[config.mk]
export PLATFORM = sky130hd
export DESIGN_NAME = mipi_csi_pkt
export DESIGN_NICKNAME = d
export VERILOG_FILES = /design/src/rtl/mipi_csi_pkt.sv
export SDC_FILE = /design/constraint.sdc
export NUM_CORES = 1
export LEC_CHECK = 0
export ABC_CLOCK_PERIOD_IN_PS = 2400
export CORE_MARGIN = 2
export CORE_UTILIZATION = 50
export DETAILED_ROUTE_END_ITERATION = 8
export PLACE_DENSITY = 0.86
export SLEW_MARGIN = 25
export SYNTH_ARGS = -nofsm -noshare
export SYNTH_HDL_FRONTEND = slang
export SYNTH_SLANG_ARGS = --single-unit
export TNS_END_PERCENT = 100
[constraint.sdc]
create_clock -name clk -period 2.4 [get_ports clk]
set_input_delay 0.48 -clock clk [delete_from_list [all_inputs] [get_ports clk]]
set_output_delay 0.48 -clock clk [all_outputs]
set_load 0.05 [all_outputs]
[src/rtl/mipi_csi_pkt.sv]
// CSI-2 byte-stream packet parser: splits each HS burst into header, payload and footer.
// Optional payload CRC-16 check is built only when MIPI_CSI_CRC_EN is defined.
module mipi_csi_pkt #(
  parameter logic [15:0] MAX_WC = 16'd4096
) (
  input  logic        clk,
  input  logic        reset,
  input  logic        we,
  input  logic [7:0]  data,
  output logic [1:0]  vc,
  output logic [5:0]  dt,
  output logic [15:0] wc,
  output logic        frame_start,
  output logic        frame_end,
  output logic        line_start,
  output logic        line_end,
  output logic        pkt_start,
  output logic        pix_we,
  output logic [7:0]  pix_data,
  output logic        pkt_end,
  output logic        pkt_err,
  output logic        crc_err,
  output logic [2:0]  dbg_state
);

  // we/data is a valid-only stream: a byte is consumed on every rising edge where we
  // is high; there is no backpressure, and a burst ends on the first we-low cycle.
  typedef enum logic [2:0] {
    ST_IDLE    = 3'd0,
    ST_HDR     = 3'd1,
    ST_PAYLOAD = 3'd2,
    ST_FOOTER  = 3'd3,
    ST_DRAIN   = 3'd4
  } state_t;

  state_t      r_state;
  logic        r_we_q;
  logic [1:0]  r_idx;
  logic [15:0] r_cnt;
  logic [1:0]  r_vc;
  logic [5:0]  r_dt;
  logic [15:0] r_wc;
  logic        r_frame_start, r_frame_end, r_line_start, r_line_end;
  logic        r_pkt_start, r_pix_we, r_pkt_end, r_pkt_err;
  logic [7:0]  r_pix_data;

  always_ff @(posedge clk) begin
    if (reset) begin
      r_state       <= ST_IDLE;
      r_we_q        <= 1'b1;   // forces a we-low cycle before the first DI after reset
      r_idx         <= 2'd0;
      r_cnt         <= 16'd0;
      r_vc          <= 2'd0;
      r_dt          <= 6'd0;
      r_wc          <= 16'd0;
      r_frame_start <= 1'b0;
      r_frame_end   <= 1'b0;
      r_line_start  <= 1'b0;
      r_line_end    <= 1'b0;
      r_pkt_start   <= 1'b0;
      r_pix_we      <= 1'b0;
      r_pix_data    <= 8'd0;
      r_pkt_end     <= 1'b0;
      r_pkt_err     <= 1'b0;
    end else begin
      r_we_q        <= we;
      r_frame_start <= 1'b0;
      r_frame_end   <= 1'b0;
      r_line_start  <= 1'b0;
      r_line_end    <= 1'b0;
      r_pkt_start   <= 1'b0;
      r_pix_we      <= 1'b0;
      r_pkt_end     <= 1'b0;
      r_pkt_err     <= 1'b0;
      case (r_state)
        ST_IDLE: begin
          if (we && !r_we_q) begin
            r_vc    <= data[7:6];
            r_dt    <= data[5:0];
            r_idx   <= 2'd1;
            r_state <= ST_HDR;
          end
        end
        ST_HDR: begin
          if (!we) begin
            r_pkt_err <= 1'b1;
            r_state   <= ST_IDLE;
          end else if (r_idx == 2'd1) begin
            r_wc[7:0] <= data;
            r_idx     <= 2'd2;
          end else if (r_idx == 2'd2) begin
            r_wc[15:8] <= data;
            r_idx      <= 2'd3;
          end else if (r_dt <= 6'h0F) begin
            case (r_dt)
              6'h00:   r_frame_start <= 1'b1;
              6'h01:   r_frame_end   <= 1'b1;
              6'h02:   r_line_start  <= 1'b1;
              6'h03:   r_line_end    <= 1'b1;
              default: ;
            endcase
            r_state <= ST_DRAIN;
          end else if (r_wc > MAX_WC) begin
            r_pkt_err <= 1'b1;
            r_state   <= ST_DRAIN;
          end else begin
            r_pkt_start <= 1'b1;
            r_cnt       <= r_wc;
            r_idx       <= 2'd0;
            r_state     <= (r_wc == 16'd0) ? ST_FOOTER : ST_PAYLOAD;
          end
        end
        ST_PAYLOAD: begin
          if (!we) begin
            r_pkt_err <= 1'b1;
            r_state   <= ST_IDLE;
          end else begin
            r_pix_we   <= 1'b1;
            r_pix_data <= data;
            r_cnt      <= r_cnt - 16'd1;
            if (r_cnt == 16'd1) r_state <= ST_FOOTER;
          end
        end
        ST_FOOTER: begin
          if (!we) begin
            r_pkt_err <= 1'b1;
            r_state   <= ST_IDLE;
          end else if (r_idx == 2'd0) begin
            r_idx <= 2'd1;
          end else begin
            r_pkt_end <= 1'b1;
            r_state   <= ST_DRAIN;
          end
        end
        ST_DRAIN: begin
          if (!we) r_state <= ST_IDLE;
        end
        default: r_state <= ST_IDLE;
      endcase
    end
  end

`ifdef MIPI_CSI_CRC_EN
  logic [15:0] r_crc;
  logic [7:0]  r_foot_lo;
  logic        r_crc_err;

  // Reflected CRC-16/CCITT (0x1021 bit-reversed to 0x8408), bytes fed LSB first.
  function automatic logic [15:0] crc_byte(input logic [15:0] c, input logic [7:0] b);
    logic [15:0] n;
    n = c;
    for (int i = 0; i < 8; i++) begin
      if (n[0] ^ b[i]) n = (n >> 1) ^ 16'h8408;
      else             n = n >> 1;
    end
    return n;
  endfunction

  always_ff @(posedge clk) begin
    if (reset) begin
      r_crc     <= 16'hFFFF;
      r_foot_lo <= 8'd0;
      r_crc_err <= 1'b0;
    end else begin
      r_crc_err <= 1'b0;
      if (r_state == ST_HDR && we && r_idx == 2'd3) r_crc <= 16'hFFFF;
      if (r_state == ST_PAYLOAD && we) r_crc <= crc_byte(r_crc, data);
      if (r_state == ST_FOOTER && we) begin
        if (r_idx == 2'd0) r_foot_lo <= data;
        else               r_crc_err <= ({data, r_foot_lo} != r_crc);
      end
    end
  end

  assign crc_err = r_crc_err;
`else
  assign crc_err = 1'b0;
`endif

  assign vc          = r_vc;
  assign dt          = r_dt;
  assign wc          = r_wc;
  assign frame_start = r_frame_start;
  assign frame_end   = r_frame_end;
  assign line_start  = r_line_start;
  assign line_end    = r_line_end;
  assign pkt_start   = r_pkt_start;
  assign pix_we      = r_pix_we;
  assign pix_data    = r_pix_data;
  assign pkt_end     = r_pkt_end;
  assign pkt_err     = r_pkt_err;
  assign dbg_state   = r_state;

endmodule

# Yosys cells after proc, flatten, opt, wreduce, memory -nomap -nowiden
# Index checks and enable logic that the tools add are counted.
# Widths: inputs -> output; s select.
[classes]
div = 0
shift = 0
multipliers = 0
add_sub_neg = 1
magnitude_cmp = 2
eq_ne = 26
n_mux = 43
n_reduce_logical = 20
bitwise_logic = 6
[op_table]
columns = ["operator", "count"]
rows = [
  ["$mux 16", 6],
  ["$mux 3", 11],
  ["$pmux 16 s2", 1],
  ["$ne 2x2->1 const B", 10],
  ["$eq 16x1->1 const B", 1],
  ["$gt 16x13->1 const B", 1],
  ["$logic_not 16->1", 1],
  ["$mux 2", 8],
  ["$sub 16x1->16 const B", 1],
  ["$pmux 3 s5", 1],
  ["$mux 1", 14],
  ["$reduce_and 7->1", 2],
  ["$eq 6x2->1 const B", 2],
  ["$ne 3x3->1 const B", 4],
  ["$reduce_or 6->1", 2],
  ["$ne 4x4->1 const B", 2],
  ["$eq 3x2->1 const B", 2],
  ["$eq 6x1->1 const B", 1],
  ["$le 6x4->1 const B", 1],
  ["$logic_not 6->1", 1],
  ["$not 1->1", 6],
  ["$pmux 2 s3", 1],
  ["$reduce_and 6->1", 1],
  ["$reduce_and 2->1", 2],
  ["other kinds (15)", 16],
]
[word_totals]
ram_bits = 0
mem_bits_ro = 0
input_bits = 11
out_inout_bits = 44
wordCells = 115
memories = 0
reg_bits = 62
latch_bits = 0

# Logic depth before layout (Yosys ltp)
# Gate-level depths: netlist of the first run.
[depth]
depth_word = 8
ltp_mapped = 7
mapped_depth_nobuf = 7

# Worst setup path after synthesis of the first run
# OpenSTA, ideal clock, no wires.
[synth_timing]
path_type = "flip-flop to flip-flop"
startpoint = "reg r_state[0] (netlist: dbg_state[0])"
endpoint = "reg r_cnt[11]"
arrival_ns = 2.033
path_slack_ns = 0.291
path_stages_with_launch = 7
required_ns = 2.325
n_path_buf = 1
setup_ns = 0.075
synth_period_minus_slack_ns = 2.109
cell_sequence = "dfxtp_1 or3b_4 nand2b_4 o21a_1 or3_1 buf_6 o22ai_1"
[synth_between]
elab_chain_len = 3
elab_cells_between_ends = 11
cone_classes = "eq/ne: 8; mux: 1; reduce/logical: 2"
[synth_rtl]
columns = ["element", "line_no", "rtl"]
rows = [
  ["start, declared", "36", "state_t r_state;"],
  ["start signal, assigned", "110", "r_state <= (r_wc == 16'd0) ? ST_FOOTER : ST_PAYLOAD;"],
  ["$eq 3x1->1 / $eq 3x2->1 (equally long branches)", "75", "case (r_state)"],
  ["$ne 2x2->1 (no source line) / $reduce_bool 2->1 (equally long branches)", "-", ""],
  ["$reduce_and 7->1 (no source line)", "-", ""],
  ["end signal, assigned", "108", "r_cnt <= r_wc;"],
  ["end signal, assigned", "120", "r_cnt <= r_cnt - 16'd1;"],
  ["end, declared", "39", "logic [15:0] r_cnt;"],
]
# Several ways; a longest one is shown, not always the timed one.
# A chain may end at the register's enable or synchronous reset.

# Worst setup path after layout of the first run
[layout_timing]
startpoint = "reg r_state[2] (netlist: dbg_state[2])"
endpoint = "out dbg_state[2]"
[layout_rtl]
columns = ["element", "line_no", "rtl"]
rows = [
  ["end, declared", "23", "output logic [2:0] dbg_state"],
]
# No word-level cell between the ends.

==> flow_summary.yaml, run 1 <==
status:
  status: "complete, no violations"
setup_path:
  required_ns: 1.92
  path_cells: "clkdlybuf4s50_1"
  slowest_delay_ns: 0.86
  slowest_stage: "clkdlybuf4s50_1"
  cp-start-kind: "register"
  path_max_fanout: 10
  critical_path_buf_inv_count: 1
  cp_top_family: "buffers and inverters"
  cp.arrival_ns: 1.70
  crit_path_end_kind: "output pin"
  crit_type: "reg2out"
cells_and_area:
  layout-drive-gt1-share: 0.101
  layout_common_cells: "dfxtp_1, clkdlybuf4s50_1, nand2_1"
  nets: 410
  diodes: 0
  utilization: 0.670
  fin_cells: 470
  stdcell_area_um2: 3710
  final_common_cell: "dfxtp_1"
  area_delta_synth_final_pct: 28.8
die:
  die-area_um2: 6390
  die_h_um: 79.9
  coreArea_um2: 5540
  rows: 27
  initial_core_util: 0.520
  chipWidth_um: 79.9
  ios: 55
global_route:
  grt_max_degree: 34
  grt_pass1_vias: 2743
  track_usage: 0.264
  grt_antenna_before_repair: 0
  grt_pass1_wl_um: 13100
  grt-ovfl-total: 0
yosys:
  syn-cell-area_um2: 2880
  ys_seq_elements: 62
  synth_edf_count: 0
  synth_cell_type_count: 56
  seq_area_frac_synth: 0.431
  syn_inst: 333
  syn_nets: 350
  async_flop_share: 0
  yosys_warnings: 0
  syn_area_per_cell_um2: 8.66
  synth_flop_cell: "dfxtp_1"
drt:
  postRouteAntennaNets: 0
  vias: 2869
  wl_per_cell_um: 17.0
  vias_per_cell: 6.10
  drtPass1Iterations: 7
  wl_um: 7980
  dr.first_iter.drc_count: 292
  post-route-drc-count: 0
clocking:
  clk_path_buf_depth: 2
  cts_max_level: 3
  cts.sinks: 62
  cts_resized: 0
  cts_inserted_buffers: 9
  cts.clk_slew.worst_paths_ns: 0.07
  clk_latency_ns: 0.34
  cts-root-buf: "clkbuf_8"
  cts_tree: "yes"
  hold_buffers: 0
  cts_setup_buffers: 0
timing:
  max_freq_ghz: 0.458
  slew_viol_final: 0
  hold_viol_final: 0
  fin_setup_tns_ns: 0
  worst_pin_slew_ns: 0.541
  skew_ns: 0.00422
  fin_crit_sh: 0.910
  relSlewSlack: 0.638
  setup_viol: 0
  rsz0062_at_grt: "no"
  min_period_ns: 2.18
power:
  p_comb_frac: 0.354
  clkPwrFrac: 0.279
  p_leak_nw: 1.37
  p_switching_w: 0.00117
  powerDensity_nw_per_um2: 851
  power_w: 0.00316
  internal_power_w: 0.00199
  switching_share: 0.371
  ir_worst_vdd_v: 0.000479
  seqPwrFrac: 0.367
placement:
  dp_cells: 454
  postPlaceCellArea_um2: 3530
  detailed_place_hpwl_um: 5650
  port_buffers: 53
  gp_congestion: 0.885
run:
  maxCapViolations: 0
worst_hold_path:
  hp-class: "reg2reg"
[Yosys cell counts (2+ instances only)]
master / count / share of area
dfxtp_1: 62 / 0.43
nand2_1: 34 / 0.044
nor2_1: 31 / 0.040
a21oi_1: 27 / 0.047
mux2i_1: 18 / 0.062
nand3_1: 17 / 0.030
clkbuf_1: 14 / 0.018
nor3_1: 12 / 0.021
inv_1: 11 / 0.014
o22ai_1: 10 / 0.022
o21ai_0: 9 / 0.016
o31ai_1: 7 / 0.018
ha_1: 6 / 0.026
a31oi_1: 5 / 0.011
nor3b_1: 5 / 0.013
nor4_1: 4 / 0.0087
o21a_1: 4 / 0.010
or3_1: 4 / 0.0087
a311oi_1: 3 / 0.0091
nand2b_1: 3 / 0.0065
o41ai_1: 3 / 0.0091
a41oi_1: 2 / 0.0061
buf_1: 2 / 0.0026
buf_2: 2 / 0.0035
buf_6: 2 / 0.0078
nor3_2: 2 / 0.0069
nor4_4: 2 / 0.015
o211ai_1: 2 / 0.0052
o32ai_1: 2 / 0.0061
or4_1: 2 / 0.0052
[metrics by stage]
step / setup slack [ns] / hold slack (ns)
finish: 0.216 / 0.455
global route: 0.176 / 0.490
CTS: 0.201 / 0.460
detailed placement: 0.134 / 0.451
global placement: 0.204 / 0.442
floorplan: 0.291 / 0.449
[kinds of logic after synthesis]
logic type	after synthesis	synth area share
flip-flops	62	0.431
AO/OA/AOI/OAI	87	0.199
buffers and inverters	32	0.0490
multiplexers	18	0.0625
adder cells (fa/ha/maj)	6	0.0260
AND/OR/NAND/NOR	127	0.232
other	1	0.00130
[flip-flops by register name (all words and copies together), names as in the netlist]
register	flops
pkt_start	1
pix_we	1
r_we_q	1
line_end	1
wc	16
pkt_end	1
frame_start	1
line_start	1
vc	2
r_cnt	16
pix_data	8
pkt_err	1
dt	6
dbg_state	3
r_idx	2
frame_end	1
[metal layers]
metal / global-route usage / wire [µm]
met1: 0.337 / 3330
met2: 0.420 / 3710
met3: 0.0645 / 715
met4: 0.117 / 224
met5: 0 / 0
[power groups by stage]
stage	sequential [W]	combinational, W	clock [W]
after floorplan	0.00131	0.000649	0
after global placement	0.00118	0.00107	0
after detailed placement	0.00118	0.00109	0
after CTS	0.00116	0.00110	0.000881
after global routing	0.00117	0.00121	0.000933
final	0.00116	0.00112	0.000881
[cell type report]
| class | count | area [µm²] |
|---|---|---|
| Multi-Input combinational cell | 239 | 1500 |
| Fill cell | 480 | 1830 |
| Inverter | 11 | 41.3 |
| Timing Repair Buffer | 70 | 658 |
| Sequential cell | 62 | 1240 |
| Clock buffer | 12 | 135 |
| Tap cell | 72 | 90.1 |
| Clock inverter | 4 | 47.5 |
[tightest hold or removal path: cells and delay by family (launching register included)]
family	cells	cell delay, ns
compound gates	1	0.05
flops	1	0.31
simple gates	1	0.05
[final timing paths]
kind / start / to / slack (ns) / depth (start not counted)
max: dbg_state[2]$_SDFFE_PP0P_ / dbg_state[2] / 0.22 / 1
min: pix_data[3]$_SDFFE_PP0P_ / pix_data[3]$_SDFFE_PP0P_ / 0.45 / 2
max reg2reg: wc[8]$_SDFFE_PP0P_ / r_cnt[4]$_SDFFE_PP0P_ / 0.31 / 5
min reg2reg: pix_data[3]$_SDFFE_PP0P_ / pix_data[3]$_SDFFE_PP0P_ / 0.45 / 2
No activity file was read; power rests on OpenSTA's default activity.
==> inputs of run 2 (changes only) <==
--- a/config.mk
+++ b/config.mk
@@ -6,7 +6,7 @@
 export NUM_CORES = 1
 export LEC_CHECK = 0
 export ABC_CLOCK_PERIOD_IN_PS = 2400
-export CORE_MARGIN = 2
+export CORE_MARGIN = 5
 export CORE_UTILIZATION = 50
 export DETAILED_ROUTE_END_ITERATION = 8
 export PLACE_DENSITY = 0.86
==> run 2 against run 1 <==
Against the previous run:
- largest power group unchanged
- largest cell class unchanged
- critical endpoint unchanged
- core utilization up 0.27 points
- count of clock-buffer cells in the layout down 3
- sequential power about the same
==> flow_summary.yaml, run 2 (synthesized netlist as in run 1, its figures left out) <==
placement:
  gp_congestion: 0.924
  port_buffers: 53
  pre_cts_ws_ns: 0.187
  detailed_place_hpwl_um: 5880
setup_path:
  path_max_fanout: 10
  crit_type: "reg2out"
  path_cells: "clkdlybuf4s50_1"
  r2r_slack_ns: 0.28
  required_ns: 1.92
  cp_top_family: "buffers and inverters"
  slowest_stage: "clkdlybuf4s50_1"
  crit_path_end_kind: "output pin"
  cp-start-kind: "register"
  worstReg2RegEnd: "r_cnt[3]$_SDFFE_PP0P_"
  critical_path_buf_inv_count: 1
  slowest_delay_ns: 0.87
  rr_startpoint: "dbg_state[2]$_SDFFE_PP0P_"
  ff2ff_path_depth: 5
  cp.arrival_ns: 1.75
cells_and_area:
  nFillCells: 445
  layout_common_cells: "dfxtp_1, clkdlybuf4s50_1, nand2_1"
  final_common_cell: "dfxtp_1"
  area_delta_synth_final_pct: 29.3
  layout-drive-gt1-share: 0.108
  nets: 410
  diodes: 0
drt:
  dr.first_iter.drc_count: 437
  wl_um: 8420
  post-route-drc-count: 0
  drtPass1Iterations: 5
  wl_per_cell_um: 17.9
  postRouteAntennaNets: 0
  vias: 2910
  vias_per_cell: 6.19
power:
  p_leak_nw: 1.37
  powerDensity_nw_per_um2: 864
  internal_power_w: 0.00199
  p_switching_w: 0.00123
  ir_worst_vdd_v: 0.000575
  switching_share: 0.381
  seqPwrFrac: 0.360
  p_comb_frac: 0.351
  clkPwrFrac: 0.288
worst_hold_path:
  min-delay-start: "pix_data[0]$_SDFFE_PP0P_"
  min_to: "pix_data[0]$_SDFFE_PP0P_"
  holdPathStages: 2
  hp-class: "reg2reg"
clocking:
  cts.clk_slew.worst_paths_ns: 0.07
  cts_inserted_buffers: 9
  hold_buffers: 0
  cts-root-buf: "clkbuf_8"
  clk_latency_ns: 0.35
  clk_path_buf_depth: 2
  cts.sinks: 62
  cts_setup_buffers: 0
  cts_max_level: 3
  cts_resized: 0
  cts_tree: "yes"
timing:
  worst_pin_slew_ns: 0.561
  max_freq_ghz: 0.449
  final.setup.worst_slack_ns: 0.175
  setup_viol: 0
  fin_setup_tns_ns: 0
  relSlewSlack: 0.622
  skew_ns: 0.00838
  fin_crit_sh: 0.927
  rsz0062_at_grt: "no"
  hold_viol_final: 0
  slew_viol_final: 0
  min_period_ns: 2.23
global_route:
  grt-ovfl-total: 0
  grt_antenna_before_repair: 0
  track_usage: 0.232
  grt_max_degree: 33
  grt_pass1_wl_um: 13700
  grt_pass1_vias: 2817
die:
  coreArea_um2: 5540
  initial_core_util: 0.520
  rows: 27
  die_h_um: 85.9
  chipWidth_um: 85.9
  die-area_um2: 7380
  ios: 55
run:
  maxCapViolations: 0
status:
  status: "complete, no violations"
==> run 2: layout make-up <==
| cell class | instances | area [µm²] | share of cell area |
|---|---|---|---|
| timing repair buffer | 70 | 658 | 0.177 |
| inverter | 11 | 41.3 | 0.0111 |
| sequential | 62 | 1240 | 0.333 |
| tap | 72 | 90.1 | 0.0242 |
| clock buffer | 9 | 124 | 0.0332 |
| clock inverter | 7 | 73.8 | 0.0198 |
| multi-input combinational | 239 | 1500 | 0.402 |
==> run 2: how the worst max path moves through the flow <==
stage	startpoint	endpoint	slack [ns]	cells past startpoint
2_1_floorplan	dbg_state[0]$_SDFFE_PP0P_	r_cnt[11]$_SDFFE_PP0P_	0.29	6
3_3_place_gp	we	dbg_state[2]$_SDFFE_PP0P_	0.20	6
3_5_place_dp	we	r_cnt[3]$_SDFFE_PP0P_	0.19	4
4_1_cts	dbg_state[1]$_SDFFE_PP0P_	dbg_state[1]	0.18	2
5_1_grt	dbg_state[2]$_SDFFE_PP0P_	dbg_state[2]	0.13	1
6_report	dbg_state[2]$_SDFFE_PP0P_	dbg_state[2]	0.17	1
==> run 2: power by group through the flow <==
stage	Sequential (W)	Clock (W)	Combinational (W)
2_1_floorplan	0.00131	0	0.000649
3_3_place_gp	0.00118	0	0.00107
3_5_place_dp	0.00118	0	0.00109
4_1_cts	0.00116	0.000931	0.00111
5_1_grt	0.00117	0.000984	0.00121
6_report	0.00116	0.000928	0.00113
==> run 2: stage by stage <==
stage	hold WS (ns)	util	cells	total power (W)	instance area [µm²]
after floorplan	0.449	-	333	0.00196	2880
after global placement	0.443	0.637	454	0.00225	3530
after detailed placement	0.454	0.637	454	0.00228	3530
after CTS	0.462	0.673	470	0.00320	3730
after global routing	0.487	0.673	470	0.00337	3730
final	0.462	0.673	470	0.00322	3730
==> run 2: worst min-delay path: stages, from the launching register on <==
cell and delay (ns):
dfxtp_1 0.31, nand2_1 0.05, a21oi_1 0.05
==> run 2: per-layer routing <==
metal,GRT usage,share of wire,up-vias
li1,-,-,1335
met1,0.287,0.41,1384
met2,0.372,0.46,168
met3,0.0586,0.097,23
met4,0.119,0.026,0
met5,0,0,-
